## src/rtl/mc_pkg.sv

```systemverilog
// mc_pkg: shared definitions for the multi-cycle LA32R control FSM.
//   - state_e     : FSM state encoding, also exported on state_o for debug
//   - range limits: legal MEM_LAT / TIMEOUT ranges, used to clamp parameters
//   - wait_width  : wait-counter width for the selected SRAM completion mode
package mc_pkg;

  localparam int STATE_W = 3;

  typedef enum logic [STATE_W-1:0] {
    ST_RST  = 3'd0,
    ST_IF   = 3'd1,
    ST_ID   = 3'd2,
    ST_EXE  = 3'd3,
    ST_MEM  = 3'd4,
    ST_WB   = 3'd5,
    ST_HALT = 3'd7
  } state_e;

  localparam int MEM_LAT_MIN = 1;
  localparam int MEM_LAT_MAX = 15;
  localparam int TIMEOUT_MIN = 1;
  localparam int TIMEOUT_MAX = 255;

  // Fixed latency needs 4 bits (up to 15); the handshake timeout needs 8 (up to 255).
  localparam int WAIT_W_LAT = 4;
  localparam int WAIT_W_HS  = 8;

  function automatic int wait_width(input int mem_hs);
    return (mem_hs != 0) ? WAIT_W_HS : WAIT_W_LAT;
  endfunction

  // Out-of-range parameters are pulled back into the legal range.
  function automatic int clamp_int(input int v, input int lo, input int hi);
    if (v < lo) begin
      return lo;
    end else if (v > hi) begin
      return hi;
    end else begin
      return v;
    end
  endfunction

endpackage

```

## src/rtl/mc_wait_timer.sv

```systemverilog
// mc_wait_timer: counts cycles spent in the current wait state.
//   clk, rst_n : clock, async active-low reset
//   clr_i      : restart from 0 (asserted on every state change)
//   done_o     : this is the DONE_AT-th cycle of the wait (fixed latency reached)
//   expire_o   : this is the EXPIRE_AT-th cycle of the wait (timeout reached)
// The count saturates so a long stall never wraps back into a false match.
module mc_wait_timer
  import mc_pkg::*;
#(
  parameter int W         = WAIT_W_HS,
  parameter int DONE_AT   = 1,
  parameter int EXPIRE_AT = 255
) (
  input  logic clk,
  input  logic rst_n,
  input  logic clr_i,
  output logic done_o,
  output logic expire_o
);

  logic [W-1:0] cnt_q;
  logic [W-1:0] cnt_d;

  // Next count: clear, saturating increment.
  always_comb begin
    if (clr_i) begin
      cnt_d = '0;
    end else if (cnt_q != {W{1'b1}}) begin
      cnt_d = cnt_q + {{(W-1){1'b0}}, 1'b1};
    end else begin
      cnt_d = cnt_q;
    end
  end

  // Wait counter register.
  always_ff @(posedge clk or negedge rst_n) begin
    if (!rst_n) begin
      cnt_q <= '0;
    end else begin
      cnt_q <= cnt_d;
    end
  end

  // cnt_q is 0 in the first wait cycle, so N cycles have elapsed when it equals N-1.
  assign done_o   = (cnt_q == W'(DONE_AT - 1));
  assign expire_o = (cnt_q == W'(EXPIRE_AT - 1));

endmodule

```

## src/rtl/mc_ctrl_fsm.sv

```systemverilog
// mc_ctrl_fsm: control sequencer of the multi-cycle LA32R core (IF/ID/EXE/MEM/WB).
//   clk, resetn              : clock, async active-low reset
//   inst_req / inst_ack      : instruction SRAM handshake
//   data_req / data_we / data_ack : data SRAM handshake, data_we marks a store
//   dec_*                    : instruction class flags from the decoder
//   ir_we, pc_we, pc_sel_br, rf_we : datapath enables
//   retire                   : one pulse per completed instruction
//   halted, err_timeout      : halt status, sticky ack-timeout flag
//   state_o                  : current state (debug)
//   cnt_cycle, cnt_retire    : active-cycle and retired-instruction counters
// Controls are decodes of the registered state (plus acks/decoder flags for the
// Mealy strobes), so reset drops every request asynchronously.
module mc_ctrl_fsm
  import mc_pkg::*;
#(
  parameter int MEM_HS  = 1,
  parameter int MEM_LAT = 1,
  parameter int TIMEOUT = 255,
  parameter int CNT_W   = 32
) (
  input  logic             clk,
  input  logic             resetn,
  output logic             inst_req,
  input  logic             inst_ack,
  output logic             data_req,
  output logic             data_we,
  input  logic             data_ack,
  input  logic             dec_illegal,
  input  logic             dec_br_only,
  input  logic             dec_load,
  input  logic             dec_store,
  input  logic             dec_gr_we,
  input  logic             dec_br_taken,
  output logic             ir_we,
  output logic             pc_we,
  output logic             pc_sel_br,
  output logic             rf_we,
  output logic             retire,
  output logic             halted,
  output logic             err_timeout,
  output logic [2:0]       state_o,
  output logic [CNT_W-1:0] cnt_cycle,
  output logic [CNT_W-1:0] cnt_retire
);

  localparam int LAT_C  = clamp_int(MEM_LAT, MEM_LAT_MIN, MEM_LAT_MAX);
  localparam int TMO_C  = clamp_int(TIMEOUT, TIMEOUT_MIN, TIMEOUT_MAX);
  localparam int WAIT_W = wait_width(MEM_HS);
  localparam bit HS     = (MEM_HS != 0);
  localparam logic [CNT_W-1:0] CNT_ONE = {{(CNT_W-1){1'b0}}, 1'b1};

  state_e           state_q;
  state_e           state_d;
  logic             err_timeout_q;
  logic             timeout_hit_s;
  logic [CNT_W-1:0] cnt_cycle_q;
  logic [CNT_W-1:0] cnt_retire_q;
  logic             tmr_clr_s;
  logic             tmr_done_s;
  logic             tmr_expire_s;
  logic             ack_sel_s;
  logic             acc_done_s;
  logic             acc_expire_s;

  // The timer restarts on every state change, so it always measures the current wait.
  assign tmr_clr_s = (state_d != state_q);

  mc_wait_timer #(
    .W        (WAIT_W),
    .DONE_AT  (LAT_C),
    .EXPIRE_AT(TMO_C)
  ) u_wait (
    .clk     (clk),
    .rst_n   (resetn),
    .clr_i   (tmr_clr_s),
    .done_o  (tmr_done_s),
    .expire_o(tmr_expire_s)
  );

  // Only the ack of the port being waited on matters; acks are not looked at elsewhere.
  assign ack_sel_s    = (state_q == ST_MEM) ? data_ack : inst_ack;
  assign acc_done_s   = HS ? ack_sel_s : tmr_done_s;
  // Checked after acc_done_s in the FSM, so an ack on the expiry cycle wins.
  assign acc_expire_s = HS & tmr_expire_s;

  // Next-state and control decode.
  always_comb begin
    state_d       = state_q;
    inst_req      = 1'b0;
    data_req      = 1'b0;
    data_we       = 1'b0;
    ir_we         = 1'b0;
    pc_we         = 1'b0;
    pc_sel_br     = 1'b0;
    rf_we         = 1'b0;
    retire        = 1'b0;
    timeout_hit_s = 1'b0;
    case (state_q)
      ST_RST: begin
        state_d = ST_IF;
      end
      ST_IF: begin
        inst_req = 1'b1;
        if (acc_done_s) begin
          ir_we   = 1'b1;
          state_d = ST_ID;
        end else if (acc_expire_s) begin
          timeout_hit_s = 1'b1;
          state_d       = ST_HALT;
        end else begin
          state_d = ST_IF;
        end
      end
      ST_ID: begin
        if (dec_illegal) begin
          state_d = ST_HALT;
        end else if (dec_br_only) begin
          pc_we     = 1'b1;
          pc_sel_br = dec_br_taken;
          retire    = 1'b1;
          state_d   = ST_IF;
        end else begin
          state_d = ST_EXE;
        end
      end
      ST_EXE: begin
        if (dec_load | dec_store) begin
          state_d = ST_MEM;
        end else begin
          state_d = ST_WB;
        end
      end
      ST_MEM: begin
        data_req = 1'b1;
        data_we  = dec_store;
        if (acc_done_s) begin
          if (dec_store) begin
            pc_we   = 1'b1;
            retire  = 1'b1;
            state_d = ST_IF;
          end else begin
            state_d = ST_WB;
          end
        end else if (acc_expire_s) begin
          timeout_hit_s = 1'b1;
          state_d       = ST_HALT;
        end else begin
          state_d = ST_MEM;
        end
      end
      ST_WB: begin
        rf_we     = dec_gr_we;
        pc_we     = 1'b1;
        pc_sel_br = dec_br_taken;
        retire    = 1'b1;
        state_d   = ST_IF;
      end
      ST_HALT: begin
        state_d = ST_HALT;
      end
      default: begin
        // Unused encoding: park safely.
        state_d = ST_HALT;
      end
    endcase
  end

  // State register and sticky timeout flag.
  always_ff @(posedge clk or negedge resetn) begin
    if (!resetn) begin
      state_q       <= ST_RST;
      err_timeout_q <= 1'b0;
    end else begin
      state_q       <= state_d;
      err_timeout_q <= err_timeout_q | timeout_hit_s;
    end
  end

  // Performance counters: active cycles (frozen in RST/HALT) and retirements, both wrapping.
  always_ff @(posedge clk or negedge resetn) begin
    if (!resetn) begin
      cnt_cycle_q  <= '0;
      cnt_retire_q <= '0;
    end else begin
      if (state_q inside {ST_IF, ST_ID, ST_EXE, ST_MEM, ST_WB}) begin
        cnt_cycle_q <= cnt_cycle_q + CNT_ONE;
      end else begin
        cnt_cycle_q <= cnt_cycle_q;
      end
      if (retire) begin
        cnt_retire_q <= cnt_retire_q + CNT_ONE;
      end else begin
        cnt_retire_q <= cnt_retire_q;
      end
    end
  end

  assign halted      = (state_q == ST_HALT);
  assign err_timeout = err_timeout_q;
  assign state_o     = state_q;
  assign cnt_cycle   = cnt_cycle_q;
  assign cnt_retire  = cnt_retire_q;

endmodule

```

## config.mk

```make
export PLATFORM = sky130hd
export DESIGN_NAME = mc_ctrl_fsm
export DESIGN_NICKNAME = d
export VERILOG_FILES = /design/src/rtl/mc_pkg.sv /design/src/rtl/mc_wait_timer.sv /design/src/rtl/mc_ctrl_fsm.sv
export SDC_FILE = /design/constraint.sdc
export NUM_CORES = 1
export LEC_CHECK = 0
export BUFFER_PORTS_ARGS = -buffer_cell sky130_fd_sc_hd__clkbuf_2
export CAP_MARGIN = 30
export CORE_ASPECT_RATIO = 1.2
export CORE_UTILIZATION = 53
export DETAILED_ROUTE_END_ITERATION = 8
export PLACE_DENSITY = 0.85
export SETUP_SLACK_MARGIN = 0.1
export SYNTH_ARGS = -nofsm -noshare
export SYNTH_HDL_FRONTEND = slang
export SYNTH_SLANG_ARGS = --single-unit
export TNS_END_PERCENT = 50
```

## constraint.sdc

```tcl
create_clock -name clk -period 1.8 [get_ports clk]
set_input_delay 0.18 -clock clk [delete_from_list [all_inputs] [get_ports clk]]
set_output_delay 0.18 -clock clk [all_outputs]
set_load 0.03 [all_outputs]
```

* After elaboration in Yosys (flattened, before gate mapping)
Index checks and enable logic that the tools add are counted.
Cells by class: shift-type cells 0, $mul 0, bitwise gates (word level) 2, equality and inequality tests 9, $lt $le $gt $ge 0, muxes and demuxes 29, div/mod/pow operators 0, add/sub/neg operators 3, reduce and logical (&&, ||, !) cells 5
Operator list (count):
- 32-bit by 1-bit adder with 32-bit output, second input constant | 2
- 1-bit 2-to-1 mux | 17
- 8-bit 2-to-1 mux | 2
- 3-bit 2-to-1 mux | 5
- 3-bit case mux with 5 select lines | 1
- 3-bit == test, second input constant | 3
- 8-bit by 1-bit adder with 8-bit output, second input constant | 1
- 8-bit == test, second input constant | 1
- 8-bit inequality test, second input constant | 1
- 3-bit by 2-bit == test with 1-bit output, second input constant | 2
- 5-bit nonzero test | 1
- 2-bit 2-to-1 mux | 2
- 2-bit OR reduction | 2
- 3-bit by 1-bit == test with 1-bit output, second input constant | 1
- 3-bit zero test | 1
- 3-bit inequality test | 1
- 1-bit case mux with 3 select lines | 1
- 1-bit OR | 2
- 1-bit case mux with 2 select lines | 1
- 2-bit nonzero test | 1
Storage, ports and cells: memories kept 0, bits in read-only memories 0, logic and storage cells 53, bits in latches 0, register bits after elaboration 76, RAM bits 0, output and inout port bits 77

* Logic depth before layout (Yosys ltp)
depth after elaboration 6, depth in mapped cells 7

* Modules after synthesis
From an unflattened synthesis, not the netlist that was laid out.
Unflattened totals: cell total of the unflattened synthesis 358, area total of the unflattened synthesis 3982.6 µm²
Modules (own cells, without submodules):
- mc_ctrl_fsm | seq. area each 1701.6 µm², instances 1, area each 3460.8 µm², cells each 302
- mc_wait_timer | seq. area each 200.2 µm², instances 1, area each 521.8 µm², cells each 56

* Worst setup path before layout
No wires, ideal clock.
kind register -> register, start reg state_q[0] (netlist: state_o[0]), end reg cnt_retire_q[16] (netlist: cnt_retire[16]), arrival 1.975 ns, setup slack -0.309 ns, data required time 1.666 ns, path buffers 2, library setup time 0.134 ns, cell stages (with the launch flop) 8, cells stage by stage dfrtp_1 > buf_2 > a21oi_1 > o2bb2ai_2 > and4_1 > buf_2 > nand3_1 > xnor2_1
Between the ends: word-level cells in the longest chain between the ends 4
RTL lines:
- from (decl) | line mc_ctrl_fsm.sv:52 | state_e state_q;
- from (signal assigned) | line mc_ctrl_fsm.sv:174 | state_q <= state_d;
- 3-bit == test
- 1-bit 2-to-1 mux | line mc_ctrl_fsm.sv:81 | assign ack_sel_s = (state_q == ST_MEM) ? data_ack : inst_ack;
- 1-bit 2-to-1 mux
- 1-bit case mux with 3 select lines *
- named net pc_we | line mc_ctrl_fsm.sv:35 | output logic pc_we,
- to (signal assigned) | line mc_ctrl_fsm.sv:191 | cnt_retire_q <= cnt_retire_q + CNT_ONE;
- to (signal assigned) | line mc_ctrl_fsm.sv:193 | cnt_retire_q <= cnt_retire_q;
- to (decl) | line mc_ctrl_fsm.sv:57 | logic [CNT_W-1:0] cnt_retire_q;
The timed path passes the listed nets; every way through them passes the cells marked *. A chain may end at the register's enable or synchronous reset.

* Worst setup path after layout
start reg state_q[2] (netlist: state_o[2]), end out pc_we
Between the ends: word-level cells in the longest chain between the ends 4
RTL lines:
- 3-bit == test | line mc_ctrl_fsm.sv:81, mc_ctrl_fsm.sv:98
- 1-bit 2-to-1 mux | line mc_ctrl_fsm.sv:81
- 1-bit 2-to-1 mux | line mc_ctrl_fsm.sv:136 | if (acc_done_s) begin
- 1-bit case mux with 3 select lines * | line mc_ctrl_fsm.sv:98 | case (state_q)
- to (decl) | line mc_ctrl_fsm.sv:35
Every way passes the cells marked *; elsewhere a longest branch is shown, timed or not.

==> results.json <==
{
  "cap_violations": 0,
  "max_freq_ghz": 0.5500,
  "grt_max_degree": 33,
  "grt_pass1_vias": 2930,
  "synth.top_cell.area_share_pct": 52.16,
  "yosysWarnings": 0,
  "route.detailed.drc": 0,
  "pre_cts_ws_ns": -0.07144,
  "finalHoldViolations": 0,
  "min_period_ns": 1.818,
  "crit_arrival_ns": 1.64,
  "port_buffers": 86,
  "period_share_pct": 101.0,
  "clock_latency_ns": 0.34,
  "slew_headroom_pct": 74.03,
  "cts-buffers-inserted": 9,
  "nets": 479,
  "r2r_slack_ns": 0.01,
  "reg2reg_to": "cnt_cycle[19]",
  "first_iter_violations": 169,
  "synth-seq-cells": 76,
  "vias_per_cell": 5.555,
  "place_inst": 520,
  "power_w": 0.005863,
  "clk_pin_slew_ns": 0.08,
  "grt_antenna_before_repair": 0,
  "die-width_um": 77.72,
  "syn-cell-area_um2": 3646,
  "ys_seq_area_share_pct": 52.16,
  "first_pass_iters": 4,
  "area_delta_synth_final_pct": 36.14,
  "synth_enable_flop_cells": 0,
  "drtAntennaViolNets": 0,
  "routed_wl_mm": 8.798,
  "syn_area_per_cell_um2": 10.69,
  "synth_top_area_cell": "dfrtp_1",
  "place_congestion": 0.8384,
  "violations": "negative setup slack",
  "critical_path_class": "flop to output port",
  "cellPowerDensity_nw_per_um2": 1181,
  "grt-ovfl-total": 0,
  "cts_tree": "built",
  "synthFlopType": "dfrtp_1",
  "netlist_instances": 341,
  "cts_sinks": 76,
  "rsz0062_at_grt": "yes",
  "htree_levels": 3,
  "setup_slack_ns": -0.01823,
  "diodes": 0,
  "r2r_start": "state_o[1]",
  "drv_slew": 0,
  "rr_worst_depth": 8,
  "critPathRequiredTime_ns": 1.62,
  "drive_gt1_share_pct": 45.53,
  "synth.most_common_cell": "dfrtp_1",
  "crit_end": "pc_we",
  "worstHoldPathType": "primary input to flop",
  "vias": 3083,
  "initial_core_util_pct": 55.87,
  "synth_cell_types": 46,
  "row_count": 32,
  "leakage_nw": 2.389,
  "crit_fanout": 9,
  "syn_nets": 355,
  "dieArea_um2": 7216,
  "startpoint": "state_o[2]",
  "ys_top_cells_by_area": "dfrtp_1, xnor2_1, xor2_1, nand2_1, nand4_1",
  "hold_ws_ns": 0.2238,
  "final_cells": 555,
  "worst_setup_path_start_kind": "flop",
  "synthArstFlopShare_pct": 100.0,
  "clock_path_buffers": 2,
  "ys_top_cells_by_count": "dfrtp_1, xnor2_1, nand2_1",
  "post-route-util_pct": 76.05,
  "clockRootBuffer": "clkbuf_8",
  "whs_path_depth": 4,
  "routedWlPerCell_um": 15.85,
  "end_kind": "output port",
  "status": "finished with violations",
  "setup_violations": 3,
  "grt_pass1_wl_mm": 14.01,
  "skew_ns": 0.009405,
  "hpwlAfterDp_mm": 5.866,
  "peakVddDrop_uv": 1124,
  "coreArea_um2": 6526,
  "die_h_um": 92.86,
  "grtUsageTotal_pct": 25.03,
  "ios": 87,
  "tightest_slew_ns": 0.3896
}
## worst max-delay path, cell delays in order, from the launching register on
cell and delay [ns]:
dfrtp_2 0.46, buf_4 0.16, buf_4 0.11, nand2b_1 0.08, o2bb2ai_4 0.26, clkbuf_8 0.22
## sequential cells by signal, indices dropped and copies added (netlist names)
signal        count
err_timeout       1
u_wait.cnt_q      8
state_o           3
cnt_cycle        32
cnt_retire       32
## where the power goes
part           total [W]  internal, W  switching [W]
clock network    0.00130     0.000678       0.000622
logic            0.00237      0.00102        0.00135
registers        0.00219      0.00192       0.000273
total            0.00586      0.00361        0.00225
## placed cells by master, fill, tap and decap left out, types with 3 or more instances in the layout
cell,instances
ha_1,4
nor3_1,3
and2_1,4
nand2_1,34
nor3_2,5
dfrtp_1,60
nand3_1,13
xnor2_1,44
nor2_2,6
clkbuf_2,77
or3_4,5
and2_4,4
nand4_1,18
and3_1,8
clkbuf_8,12
and4_1,6
o21ai_0,4
buf_4,30
inv_1,5
buf_6,6
nor2_1,17
dfrtp_2,16
a21oi_1,3
nand3_2,8
xor2_1,17
and3_2,3
xnor2_2,4
## what timing repair did
| action | in CTS | in global routing |
|---|---|---|
| gates resized for setup | 32 | 50 |
| buffers inserted | 12 | 6 |
| hold buffers | 1 | 0 |
| setup endpoints to repair | 48 | 74 |
| hold endpoints to repair | 27 | 0 |
| pin swaps | 16 | 32 |
## how the worst min path moves through the flow
| stage | startpoint | endpoint | slack, ns |
|---|---|---|---|
| 2_1_floorplan | resetn | cnt_cycle[0] | -0.12 |
| 3_3_place_gp | resetn | cnt_retire[27] | 0.12 |
| 3_5_place_dp | resetn | cnt_retire[30] | 0.13 |
| 4_1_cts | inst_ack | state_o[2] | 0.20 |
| 5_1_grt | data_ack | state_o[1] | 0.25 |
| 6_report | data_ack | state_o[1] | 0.22 |
## area by class of cell
type	count	area [um2]
Timing Repair Buffer	122	800.8
Multi-Input combinational cell	249	1912
Sequential cell	76	1922
Clock buffer	12	145.1
Fill cell	423	1563
Tap cell	85	106.4
Clock inverter	4	48.80
Inverter	7	28.78
## kinds of logic after synthesis
kind of cell | after synthesis | share of synthesized area, %
AOI/OAI and AO/OA | 23 | 4.358
xor gates and xnor gates | 65 | 15.61
adders and majority gates | 4 | 1.373
buffers and inverters | 16 | 2.059
DFF | 76 | 52.16
muxes | 2 | 0.6177
and+or+nand+nor | 155 | 23.82
## through the flow
stage,setup TNS (ns),cell area (um2)
6_report,-0.03603,4964
5_1_grt,-1.287,4964
4_1_cts,0,4753
3_5_place_dp,-0.2658,4337
3_3_place_gp,-0.008567,4337
2_1_floorplan,-0.05913,3719
## per-layer routing
| layer | vias to the layer above | wire, um | track usage, % |
|---|---|---|---|
| li1 | 1436 | - | - |
| met1 | 1522 | 3648 | 30.90 |
| met2 | 103 | 4513 | 43.22 |
| met3 | 22 | 417 | 3.941 |
| met4 | 0 | 218 | 10.85 |
| met5 | - | 0 | 0 |
(Power assumes the default switching activity.)
